## src/rtl/matmul_accum.sv

```systemverilog
// Dot-product accumulator: sums tagged product terms over k, emits C[i][j] on the last term.
// Optional address-consistency check enabled by defining MATMUL_ACCUM_ADDRCHK_EN.
module matmul_accum #(
  parameter int DATA_W = 32,
  parameter int ADDR_W = 32
) (
  input  logic              clk,
  input  logic              reset,
  input  logic              flush,
  input  logic              in_valid,
  output logic              in_ready,
  input  logic [DATA_W-1:0] in_prod,
  input  logic [ADDR_W-1:0] in_addr_c,
  input  logic              in_last,
  output logic              out_valid,
  input  logic              out_ready,
  output logic [DATA_W-1:0] out_data,
  output logic [ADDR_W-1:0] out_addr,
  output logic [31:0]       out_cnt,
  output logic              busy,
  output logic              err
);

  typedef enum logic {
    ST_EMPTY = 1'b0,
    ST_ACCUM = 1'b1
  } state_t;

  state_t            r_state;
  state_t            w_state_nxt;
  logic [DATA_W-1:0] r_acc;
  logic [DATA_W-1:0] w_acc_nxt;
  logic [ADDR_W-1:0] r_acc_addr;
  logic [ADDR_W-1:0] w_acc_addr_nxt;
  logic [DATA_W-1:0] w_sum;
  logic [DATA_W-1:0] w_res_data;
  logic [ADDR_W-1:0] w_res_addr;
  logic              w_accept;
  logic              w_load;
  logic              w_out_hs;
  logic              r_out_valid;
  logic [DATA_W-1:0] r_out_data;
  logic [ADDR_W-1:0] r_out_addr;
  logic [31:0]       r_out_cnt;

  // A held result blocks every beat, last or not, so results leave in order.
  assign in_ready  = ~r_out_valid | out_ready;
  assign w_accept  = in_valid & in_ready;
  assign w_out_hs  = r_out_valid & out_ready;
  assign w_sum     = r_acc + in_prod;

  assign out_valid = r_out_valid;
  assign out_data  = r_out_data;
  assign out_addr  = r_out_addr;
  assign out_cnt   = r_out_cnt;
  assign busy      = (r_state == ST_ACCUM) | r_out_valid;

  // Partial-sum state register
  always_ff @(posedge clk or posedge reset) begin
    if (reset) begin
      r_state    <= ST_EMPTY;
      r_acc      <= {DATA_W{1'b0}};
      r_acc_addr <= {ADDR_W{1'b0}};
    end else begin
      r_state    <= w_state_nxt;
      r_acc      <= w_acc_nxt;
      r_acc_addr <= w_acc_addr_nxt;
    end
  end

  // Next partial sum and finished result; flush overrides any beat accepted the same cycle
  always_comb begin
    w_state_nxt    = r_state;
    w_acc_nxt      = r_acc;
    w_acc_addr_nxt = r_acc_addr;
    w_load         = 1'b0;
    w_res_data     = in_prod;
    w_res_addr     = in_addr_c;
    if (flush) begin
      w_state_nxt    = ST_EMPTY;
      w_acc_nxt      = {DATA_W{1'b0}};
      w_acc_addr_nxt = {ADDR_W{1'b0}};
    end else if (w_accept) begin
      case (r_state)
        ST_EMPTY: begin
          if (in_last) begin
            w_load      = 1'b1;
            w_res_data  = in_prod;
            w_res_addr  = in_addr_c;
            w_acc_nxt   = {DATA_W{1'b0}};
            w_state_nxt = ST_EMPTY;
          end else begin
            w_acc_nxt      = in_prod;
            w_acc_addr_nxt = in_addr_c;
            w_state_nxt    = ST_ACCUM;
          end
        end
        ST_ACCUM: begin
          if (in_last) begin
            w_load      = 1'b1;
            w_res_data  = w_sum;
            w_res_addr  = r_acc_addr;
            w_acc_nxt   = {DATA_W{1'b0}};
            w_state_nxt = ST_EMPTY;
          end else begin
            w_acc_nxt   = w_sum;
            w_state_nxt = ST_ACCUM;
          end
        end
        default: begin
          w_state_nxt = ST_EMPTY;
          w_acc_nxt   = {DATA_W{1'b0}};
        end
      endcase
    end else begin
      w_state_nxt = r_state;
    end
  end

  // One-entry output register; a new result reloads it on the handshake edge without a bubble
  always_ff @(posedge clk or posedge reset) begin
    if (reset) begin
      r_out_valid <= 1'b0;
      r_out_data  <= {DATA_W{1'b0}};
      r_out_addr  <= {ADDR_W{1'b0}};
    end else if (w_load) begin
      r_out_valid <= 1'b1;
      r_out_data  <= w_res_data;
      r_out_addr  <= w_res_addr;
    end else if (w_out_hs) begin
      r_out_valid <= 1'b0;
    end
  end

  // Delivered-result counter
  always_ff @(posedge clk or posedge reset) begin
    if (reset) begin
      r_out_cnt <= 32'd0;
    end else if (w_out_hs) begin
      r_out_cnt <= r_out_cnt + 32'd1;
    end
  end

`ifdef MATMUL_ACCUM_ADDRCHK_EN
  logic r_err;
  logic w_mismatch;

  assign w_mismatch = w_accept & (r_state == ST_ACCUM) & (in_addr_c != r_acc_addr);
  assign err        = r_err;

  // Sticky mismatch flag; only reset clears it
  always_ff @(posedge clk or posedge reset) begin
    if (reset) begin
      r_err <= 1'b0;
    end else if (w_mismatch) begin
      r_err <= 1'b1;
    end
  end
`else
  assign err = 1'b0;
`endif

endmodule

```

## config.mk

```make
export PLATFORM = sky130hd
export DESIGN_NAME = matmul_accum
export DESIGN_NICKNAME = d
export VERILOG_FILES = /design/src/rtl/matmul_accum.sv
export SDC_FILE = /design/constraint.sdc
export NUM_CORES = 1
export LEC_CHECK = 0
export ABC_CLOCK_PERIOD_IN_PS = 11570
export CORE_MARGIN = 3
export CORE_UTILIZATION = 40
export CTS_CLUSTER_DIAMETER = 200
export DETAILED_ROUTE_END_ITERATION = 10
export GPL_ROUTABILITY_DRIVEN = 0
export HOLD_SLACK_MARGIN = 0.12
export PLACE_DENSITY_LB_ADDON = 0.12
export SLEW_MARGIN = 20
export SYNTH_ARGS = -nofsm -noshare
export SYNTH_HDL_FRONTEND = slang
export SYNTH_SLANG_ARGS = --single-unit
export TNS_END_PERCENT = 30
```

## constraint.sdc

```tcl
create_clock -name clk -period 11.57 [get_ports clk]
set_clock_uncertainty 0.1 [all_clocks]
set_input_delay 2.314 -clock clk [delete_from_list [all_inputs] [get_ports clk]]
set_output_delay 2.314 -clock clk [all_outputs]
set_load 0.05 [all_outputs]
```

==> results.txt <==
fillers: 1918
Final min period: 6325 ps
most common cell after layout, fill and taps aside: nand2_1
cell count after synthesis: 883
reg2reg path depth: 12
CP Launch Point: out_ready
Synth Register Bits: 162
Crit path required time: 9160 ps
setup violators final: 0
Final Total Pwr: 1.740 mW
Port-buffer cells: 168
DP Area: 10350 um2
startpoint types: input pin
WP buf/inv: 2
Crit Path Class: in2out
Setup Buffers After CTS: 0
area leader, netlist: dfrtp_1
Synth area leaders: dfrtp_1, nand2_1, mux2i_1, o21ai_0, ha_1
post-synthesis sequential area ratio: 0.4814
r2r setup slk: 8070 ps
largest net degree at the start of global routing: 86
DRC errors left: 0
global-route wire length before repair: 34180 um
Worst path max stage delay: 860 ps
Avg Inst Size Synth: 9.536 um2
DR WL/cell: 15.89 um
DRT Pass-1 Iters: 6
Final Max Slew Viols: 0
Hold Fails Final Rpt: 0
CP top delay family: buffers and inverters
status: complete, no violations
GRT Residual Overflow: 0
layout net count: 1136
WHS Path Cells: 1
CTS sink count: 162
Tot GR Track Use: 0.1893
H-Tree Depth: 4
root buffer cell: clkbuf_16
Tightest Pin Transition: 1043 ps
hold buffer count at CTS: 0
io pins: 170
fin area: 10940 um2
fin crit share: 0.5466
DIE WIDTH: 151.1 um
Core ar.: 20430 um2
CTS buffer count: 17
ant diodes: 0
number of synthesized flops with an enable pin: 0
DP HPWL: 14290 um
standard-cell rows: 52
Final Util: 0.5356
antenna-violating nets left: 0
HP Class: reg2reg
Mapped Area: 8421 um2
Worst path slowest cell: clkdlybuf4s50_1
full die area: 22830 um2
Die H: 151.1 um
most frequent cells in the layout: nand2_1, clkdlybuf4s50_1, dfrtp_1
DP Worst Slack: 5221 ps
Syn. warnings: 0
headroom to the max-slew limit: 0.3044
Worst-path clk slew: 70 ps
initial antenna violation count: 0
vias in the first global route: 6523
Pwr Density: 159.0 nW/um2
crit end category: primary output
final setup TNS: 0 ps
vias post-DR: 6748
crit-path most repeated cell: clkdlybuf4s50_1
CP cell instances: clkdlybuf4s50_1 -> nand2b_1 -> clkdlybuf4s50_1
peak supply drop: 0.09290 mV
crit-path max FO: 5
hold endpoint: out_cnt[31]$_DFFE_PP0P_
Post-Route WL: 20910 um
Netlist cell types: 57
worst setup margin: 5245 ps
r2r endpoint: out_data[28]$_DFFE_PP0P_
dominant synthesized flop cell: dfrtp_1
CTS tree: yes
DR vias/cell: 5.128
synth-to-layout area growth: 29.94%
Clock Tree Buf Depth: 2
Worst Path Arrival: 3910 ps
share of layout cells above drive strength 1: 0.05545
Post-synth ARST share: 1.000
MaxCap Viol Count: 0
Skew-Pair Late Insertion Delay: 430 ps
Initial Util: 0.4122
Synth top area share: 0.4814
LEAKAGE: 4.951 nW
Max Freq: 158.1 MHz
min-delay src: out_cnt[31]$_DFFE_PP0P_
post-CTS sizing: 0
drt first-iter violations: 232
synthesized net count: 986
worst reg2reg startpoint: r_acc[0]$_DFFE_PP0P_
setup repair after global routing missed its margin: no
-- sequential cells by signal, summed over array words and instances, names as in the netlist --
name and count:
r_acc 32, out_addr 32, out_cnt 32, out_data 32, r_state 1, r_acc_addr 32
out_valid 1
-- kinds of logic after synthesis --
logic type	count (synthesis)	synth area share
AO/OA/AOI/OAI	225	0.1594
XOR/XNOR	57	0.05929
adder cells (fa/ha/maj)	33	0.04993
buffers and inverters	52	0.02422
flip-flops	162	0.4814
multiplexers	60	0.07296
other	1	0.0004453
AND/OR/NAND/NOR	293	0.1523
-- routing by layer --
layer  track usage  wire length, um  up-vias
li1              -                -     3389
met1        0.2672             9958     3209
met2        0.2902             9522      132
met3       0.04817             1180       18
met4       0.05213              248        0
met5             0                0        -
-- worst max path at each step --
stage	to	slack [ps]	cells past startpoint
floorplan	out_addr[0]$_DFFE_PP0P_	4780	1
CTS	in_ready	5220	3
detailed placement	in_ready	5220	3
global placement	in_ready	5250	3
global route	in_ready	5190	3
finish	in_ready	5250	3
-- cells in the mapped netlist (all sizes together), types with 2 or more instances --
cell type and instances:
a211oi 3, a21o 19, a21oi 71, a22o 4, a311oi 2, a31oi 3, a32oi 2, and2 5
and3 15, and4 5, buf 4, clkbuf 41, dfrtp 162, ha 32, inv 6, mux2 5
mux2i 55, nand2 194, nand2b 4, nand3 18, nand4 13, nor2 20, nor3 9, o2111a 2
o211ai 3, o21a 4, o21ai 98, o21bai 3, o31ai 3, or3 3, xnor2 40, xor2 17
-- power by group --
group / switching (mW) / internal, mW
Clock: 0.266 / 0.296
Combinational: 0.328 / 0.178
Sequential: 0.0439 / 0.628
-- per-stage QoR --
step	hold slack, ps	std cells
2_1_floorplan	353.8	883
3_3_place_gp	359.1	1284
3_5_place_dp	368.6	1284
4_1_cts	378.3	1316
5_1_grt	395.0	1316
6_report	367.1	1316
-- area by class of cell --
class	instances	area [um2]	share of cell area
Clock buffer	18	439.2	0.04014
Clock inverter	14	155.1	0.01418
Inverter	7	31.28	0.002859
Multi-Input combinational cell	669	4179	0.3819
Sequential cell	162	4058	0.3708
Tap cell	270	337.8	0.03087
Timing Repair Buffer	176	1742	0.1592
No activity file was read; power rests on OpenSTA's default activity.
